**src/rtl/regfile_read_arbiter.sv**
```systemverilog
// Round-robin arbiter sharing one register-file read port among NREQ requesters.
// Two-stage pipeline: grant/address register, then data select with x0 and write bypass.
module regfile_read_arbiter #(
  parameter int NREQ = 4,
  parameter int IDW  = 2
) (
  input  logic              clk,
  input  logic              rst_n,
  input  logic [NREQ-1:0]   req_valid,
  input  logic [5*NREQ-1:0] req_addr,
  output logic [NREQ-1:0]   req_ready,
  output logic [4:0]        rf_addr,
  input  logic [31:0]       rf_data,
  input  logic              wr_en,
  input  logic [4:0]        wr_addr,
  input  logic [31:0]       wr_data,
  output logic              rsp_valid,
  output logic [IDW-1:0]    rsp_id,
  output logic [31:0]       rsp_data,
  output logic              busy
);

  // Handshake: a request transfers on a cycle where req_valid[i] && req_ready[i];
  // the requester holds req_valid and its address until then. req_ready is a
  // combinational one-hot grant, and responses carry no backpressure.

  logic [IDW-1:0] ptr_q, ptr_d;
  logic           s1_valid_q, s1_valid_d;
  logic [IDW-1:0] s1_id_q, s1_id_d;
  logic [4:0]     rf_addr_q, rf_addr_d;
  logic           rsp_valid_q, rsp_valid_d;
  logic [IDW-1:0] rsp_id_q, rsp_id_d;
  logic [31:0]    rsp_data_q, rsp_data_d;

  logic           hi_found, lo_found;
  logic [IDW-1:0] hi_idx, lo_idx;
  logic           grant_any;
  logic [IDW-1:0] grant_idx;
  logic [4:0]     grant_addr;
  logic [31:0]    sel_data;

  // Rotating priority: first valid index above ptr wins, otherwise wrap to lowest valid.
  always_comb begin
    hi_found = 1'b0;
    lo_found = 1'b0;
    hi_idx   = '0;
    lo_idx   = '0;
    for (int i = 0; i < NREQ; i++) begin
      if (req_valid[i] && !lo_found) begin
        lo_found = 1'b1;
        lo_idx   = IDW'(i);
      end
      if (req_valid[i] && !hi_found && (IDW'(i) > ptr_q)) begin
        hi_found = 1'b1;
        hi_idx   = IDW'(i);
      end
    end
    grant_any = rst_n && lo_found;
    grant_idx = hi_found ? hi_idx : lo_idx;
  end

  always_comb begin
    req_ready  = '0;
    grant_addr = '0;
    for (int i = 0; i < NREQ; i++) begin
      if (grant_idx == IDW'(i)) begin
        req_ready[i] = grant_any;
        grant_addr   = req_addr[5*i +: 5];
      end
    end
  end

  // x0 always reads zero, even against a write to x0; otherwise a write landing
  // at this edge overrides the stale register-file value.
  always_comb begin
    if (rf_addr_q == 5'd0) begin
      sel_data = 32'h0;
    end else if (wr_en && (wr_addr == rf_addr_q)) begin
      sel_data = wr_data;
    end else begin
      sel_data = rf_data;
    end
  end

  always_comb begin
    ptr_d       = grant_any ? grant_idx : ptr_q;
    s1_valid_d  = grant_any;
    s1_id_d     = grant_any ? grant_idx : s1_id_q;
    rf_addr_d   = grant_any ? grant_addr : rf_addr_q;
    rsp_valid_d = s1_valid_q;
    rsp_id_d    = rsp_id_q;
    rsp_data_d  = rsp_data_q;
    if (s1_valid_q) begin
      rsp_id_d   = s1_id_q;
      rsp_data_d = sel_data;
    end
  end

  always_ff @(posedge clk) begin
    if (!rst_n) begin
      ptr_q       <= IDW'(NREQ - 1);
      s1_valid_q  <= 1'b0;
      s1_id_q     <= '0;
      rf_addr_q   <= '0;
      rsp_valid_q <= 1'b0;
      rsp_id_q    <= '0;
      rsp_data_q  <= '0;
    end else begin
      ptr_q       <= ptr_d;
      s1_valid_q  <= s1_valid_d;
      s1_id_q     <= s1_id_d;
      rf_addr_q   <= rf_addr_d;
      rsp_valid_q <= rsp_valid_d;
      rsp_id_q    <= rsp_id_d;
      rsp_data_q  <= rsp_data_d;
    end
  end

  assign rf_addr   = rf_addr_q;
  assign rsp_valid = rsp_valid_q;
  assign rsp_id    = rsp_id_q;
  assign rsp_data  = rsp_data_q;
  assign busy      = s1_valid_q | rsp_valid_q;

endmodule

```
**config.mk**
```make
export PLATFORM = sky130hd
export DESIGN_NAME = regfile_read_arbiter
export DESIGN_NICKNAME = d
export VERILOG_FILES = /design/src/rtl/regfile_read_arbiter.sv
export SDC_FILE = /design/constraint.sdc
export NUM_CORES = 1
export LEC_CHECK = 0
export CORE_MARGIN = 2
export CORE_UTILIZATION = 40
export CTS_CLUSTER_SIZE = 28
export DETAILED_ROUTE_END_ITERATION = 8
export HOLD_SLACK_MARGIN = 0.05
export PLACE_DENSITY = 0.87
export SLEW_MARGIN = 20
export SYNTH_ARGS = -nofsm -noshare
export SYNTH_HDL_FRONTEND = slang
export SYNTH_SLANG_ARGS = --single-unit
```
**constraint.sdc**
```tcl
create_clock -name clk -period 4.1 [get_ports clk]
set_clock_uncertainty 0.05 [all_clocks]
set_input_delay 0.82 -clock clk [delete_from_list [all_inputs] [get_ports clk]]
set_output_delay 0.82 -clock clk [all_outputs]
set_load 0.005 [all_outputs]
```
* Yosys cells after proc, flatten, opt, wreduce, memory -nomap -nowiden
Cells that the tools add are included.
W data, S select, Z words.
** Cells by class
- $lt $le $gt $ge :: 4
- Reductions and logical operators :: 20
- Bitwise gates (word level) :: 1
- Equality and inequality tests :: 4
- Mux-type cells :: 25
** Operators with widths (count)
- $mux W32 :: 2
- $mux W5 :: 4
- $mux W1 :: 14
- $logic_and A1 B1 Y1 :: 12
- $mux W2 :: 5
- $logic_not A1 Y1 :: 6
- $eq A5 B5 Y1 :: 1
- $logic_not A5 Y1 :: 1
- $eq A2 B2 Y1 const B :: 2
- $gt A1 B2 Y1 const A :: 2
- $gt A2 B2 Y1 const A :: 2
- $eq A2 B1 Y1 const B :: 1
- $logic_not A2 Y1 :: 1
- $or A1 B1 Y1 :: 1
** Word-level totals
- Output and inout port bits :: 45
- Word-level logic and storage cells :: 61
- Input port bits :: 96
- Register bits after elaboration :: 45

* Depth between registers and ports, before layout
- Depth in word-level cells :: 21
- Mapped depth :: 7

* Worst setup path before layout
No wires, ideal clock.
- Kind :: input to output
- From :: in req_valid[2]
- To :: out req_ready[2]
- Path slack :: 1376 ps
- Stages :: 5
- Required time :: 3230 ps
- Data arrival time :: 1854 ps
- Cells stage by stage :: clkbuf_4 and2b_2 a221o_2 or3b_1 nor2_1
** On the way
- Longest elaborated chain between the ends :: 10
- Elaborated cells between the ends (all ways) :: 20
- Classes of those cells :: eq/ne: 1; mux: 10; reduce/logical: 9
** Ends and longest elaborated chain
- start, declared :: line 9 : input logic [NREQ-1:0] req_valid,
- $logic_and A1 B1 Y1 (2 in a row) :: line 53 : if (req_valid[i] && !hi_found && (IDW'(i) > ptr_q)) begin
- $mux W1 :: line 53
- $logic_not A1 Y1 :: line 53
- $logic_and A1 B1 Y1 (2 in a row) :: line 53
- $mux W2 or $mux W1 (tied branches) :: line 53
- $mux W2 :: line 59 : grant_idx = hi_found ? hi_idx : lo_idx;
- $eq A2 B2 Y1 :: line 66 : if (grant_idx == IDW'(i)) begin
- $mux W1 (*) :: line 66
- end, declared :: line 11 : output logic [NREQ-1:0] req_ready,
Mark *: on every way between the ends. The rest lies on a longest branch, timed or not.

* Final worst setup path
- From :: in req_valid[1]
- To :: out req_ready[2]
** On the way
- Longest elaborated chain between the ends :: 14
- Elaborated cells between the ends (all ways) :: 29
- Classes of those cells :: eq/ne: 1; mux: 14; reduce/logical: 14
** Ends and longest elaborated chain (line)
- $logic_and A1 B1 Y1 (2 in a row) :: 53
- $mux W1 :: 53
- $logic_not A1 Y1 :: 53
- $logic_and A1 B1 Y1 (2 in a row) :: 53
- $mux W1 :: 53
- $logic_not A1 Y1 :: 53
- $logic_and A1 B1 Y1 (2 in a row) :: 53
- $mux W2 or $mux W1 (tied branches) :: 53
- $mux W2 :: 59
- $eq A2 B2 Y1 :: 66
- $mux W1 (*) :: 66
Marks and branches as above.

==> results.ini <==
[run_status]
status=completed

[floorplan]
core_area_um2=5473
dieArea_um2=6224
rows=27
chipWidth_um=78.89
initial_core_util_pct=40.99
die_h_um=78.89
io_pins=141

[yosys]
synth-edff-count=0
yosysTopAreaCell=dfxtp_1
syn_area_um2=2243
yosysWarnings=0
synth_seq_area_share_pct=40.16
synth_cell_types=47
synth_fp_nets=343
avgSynthCellArea_um2=9.083
synthMostInstantiatedCell=dfxtp_1
synth_area_leaders=dfxtp_1 40%, mux2i_1 16%, o21ai_1 8.3%
synth-main-ff-cell=dfxtp_1
synthArstFlopShare_pct=0
synth_top_area_share_pct=40.16
synth_seq_cells=45
synth_cells=247
ys_top_cells_by_count=45 x dfxtp_1, 39 x nand2_1, 37 x o21ai_1, 36 x mux2i_1, 9 x nor2_1

[detailed_routing]
top_layer=met4
route.vias.total=2303
drtPass1Iterations=4
wirelength_um=6981
wl_per_cell_um=15.18
met2_length_um=3395
drtIter0Drc=87
antenna_left=0
wl_met3_um=476
drc=0
vias_per_cell=5.007
met1_length_um=3013

[critical_path]
path_class=in2out
path_common_cell=clkdlybuf4s50_1
crit_arrival_ps=2980
cpPeakStageDelay_ps=580
cp_data_required_time_ps=3230
start_kind=input port
reg2reg_depth=6
cp_max_fo=10
endpoint_kind=output pin
cp_slowest_cell=clkdlybuf4s50_1
path_cells=clkdlybuf4s50_1, nor2_2, a221o_2, or3b_1, nor2_1, clkdlybuf4s50_1

[finish]
drive_above_1_share_pct=7.990
fin_util_pct=69.39
multi_input_area_um2=1221
n_fill_cell=458
nets=483
syn_to_final_growth_pct=69.27
instances_no_fill=460
num_antenna_cells=0
seq_area_um2=900.9

[clocking]
h-tree-depth=2
ctsLongestPathBuffers=2
clk_pin_slew_ps=80
cts_buffers=5
clock_latency_ps=290
cts_tree=yes
hold_buffers=0
cts_setup_buffers=0
cts_resized=0
cts_root_buf=clkbuf_8
clock-sinks=45

[worst_hold_path]
whs_path_depth=2
hold_path.class=reg2reg

[run]
cap_violations=0

[placement]
placed_cells=452
dp_hpwl_um=5506
portBuffers=140
place_congestion=0.7359

[timing]
finalHoldViolCount=0
setup_violations=0
max_slew_margin_pct=64.26
min_period_over_period_pct=93.78
fin_tns_setup_ps=0
slew_violations=0
fmax_ghz=0.2601
worst_hold_slack_ps=398.5
worstMarginPinSlew_ps=536.2
rsz0062_at_grt=no
period_needed_ps=3845

[global_routing]
gr-total-overflow=0
antenna_found_initial=0
grt_pass1_wl_um=11000
grtUsageTotal_pct=22.23
grt_max_degree=33
grt_pass1_vias=2254

[pwr]
power_leakage_uw=0.001367
power.density_nw_per_um2=298.4
vdd_drop_max_v=0.0001506

==> cells in the final DEF, fill, tap and decap left out, types with 2 or more instances in the layout <==
cell,count
clkdlybuf4s50_1,140
dfxtp_1,45
nand2_1,39
o21ai_1,36
mux2i_1,36
nor2_1,9
buf_4,9
clkbuf_8,7
nor2b_1,6
nand2b_1,5
inv_1,4
xor2_1,4
a22o_1,4
a32o_1,4
and2_1,2
or3b_1,2
o2bb2ai_1,2
a21oi_1,2
nor4_1,2
nand3_1,2
o21ai_0,2
==> kinds of logic (layout without fill, tap and decap cells) <==
logic type,after synthesis,after routing,share of synthesized area [%]
AND/OR/NAND/NOR,78,78,17.74
AO/OA/AOI/OAI,63,63,18.35
flip-flops,45,45,40.16
multiplexers,36,36,16.06
buffers and inverters,20,161,5.744
XOR/XNOR,5,5,1.952
==> cell type report <==
cell class / instances / area share [%]
repair buffers: 149 / 38.68
multi-input cells: 182 / 32.16
flip-flops and latches: 45 / 23.72
clock buffers: 7 / 2.537
well taps: 72 / 2.372
inverters: 4 / 0.3954
clock inverters: 1 / 0.1318
==> layer usage <==
layer | up-vias | GRT usage, %
met4 | 0 | 5.690
met5 | - | 0
met1 | 1061 | 27.20
met3 | 8 | 5.682
li1 | 1151 | -
met2 | 83 | 38.97
==> report_power, final <==
group          switching [uW]  internal [uW]  total, uW
Sequential               29.2            478        507
Combinational             118            208        326
Clock                     147            152        300
Total                     295            839       1130
==> worst max-delay path: cells and delay by family <==
| kind | cells | cell delay, ps |
|---|---|---|
| AND/OR/NAND/NOR | 3 | 750 |
| buffers and inverters | 2 | 1090 |
| AO/OA/AOI/OAI | 1 | 310 |
==> state kept, by name, summed over array words and instances, names as in the netlist <==
register     flops
rsp_data        32
rf_addr          5
rsp_valid        1
rsp_id           2
s1_id_q          2
ptr_q            2
rsp_valid_d      1
==> metrics by stage <==
stage	total power, uW	cell area [um2]	worst slack [ps]
after floorplan	640.7	2243	1376
after global placement	833.9	3696	305.0
after detailed placement	844.0	3696	283.9
after CTS	1138	3797	258.8
after global routing	1181	3797	101.7
final	1133	3797	255.0
==> worst paths after layout <==
path / start / to / slack, ps
worst min register to register: rsp_data[31] / rsp_data[31] / 400
worst max register to register: rf_addr[2] / rsp_data[2] / 2080
worst min-delay path: rsp_data[31] / rsp_data[31] / 400
worst max-delay path: req_valid[1] / req_ready[2] / 250
Power figures use the tool's default switching activity.
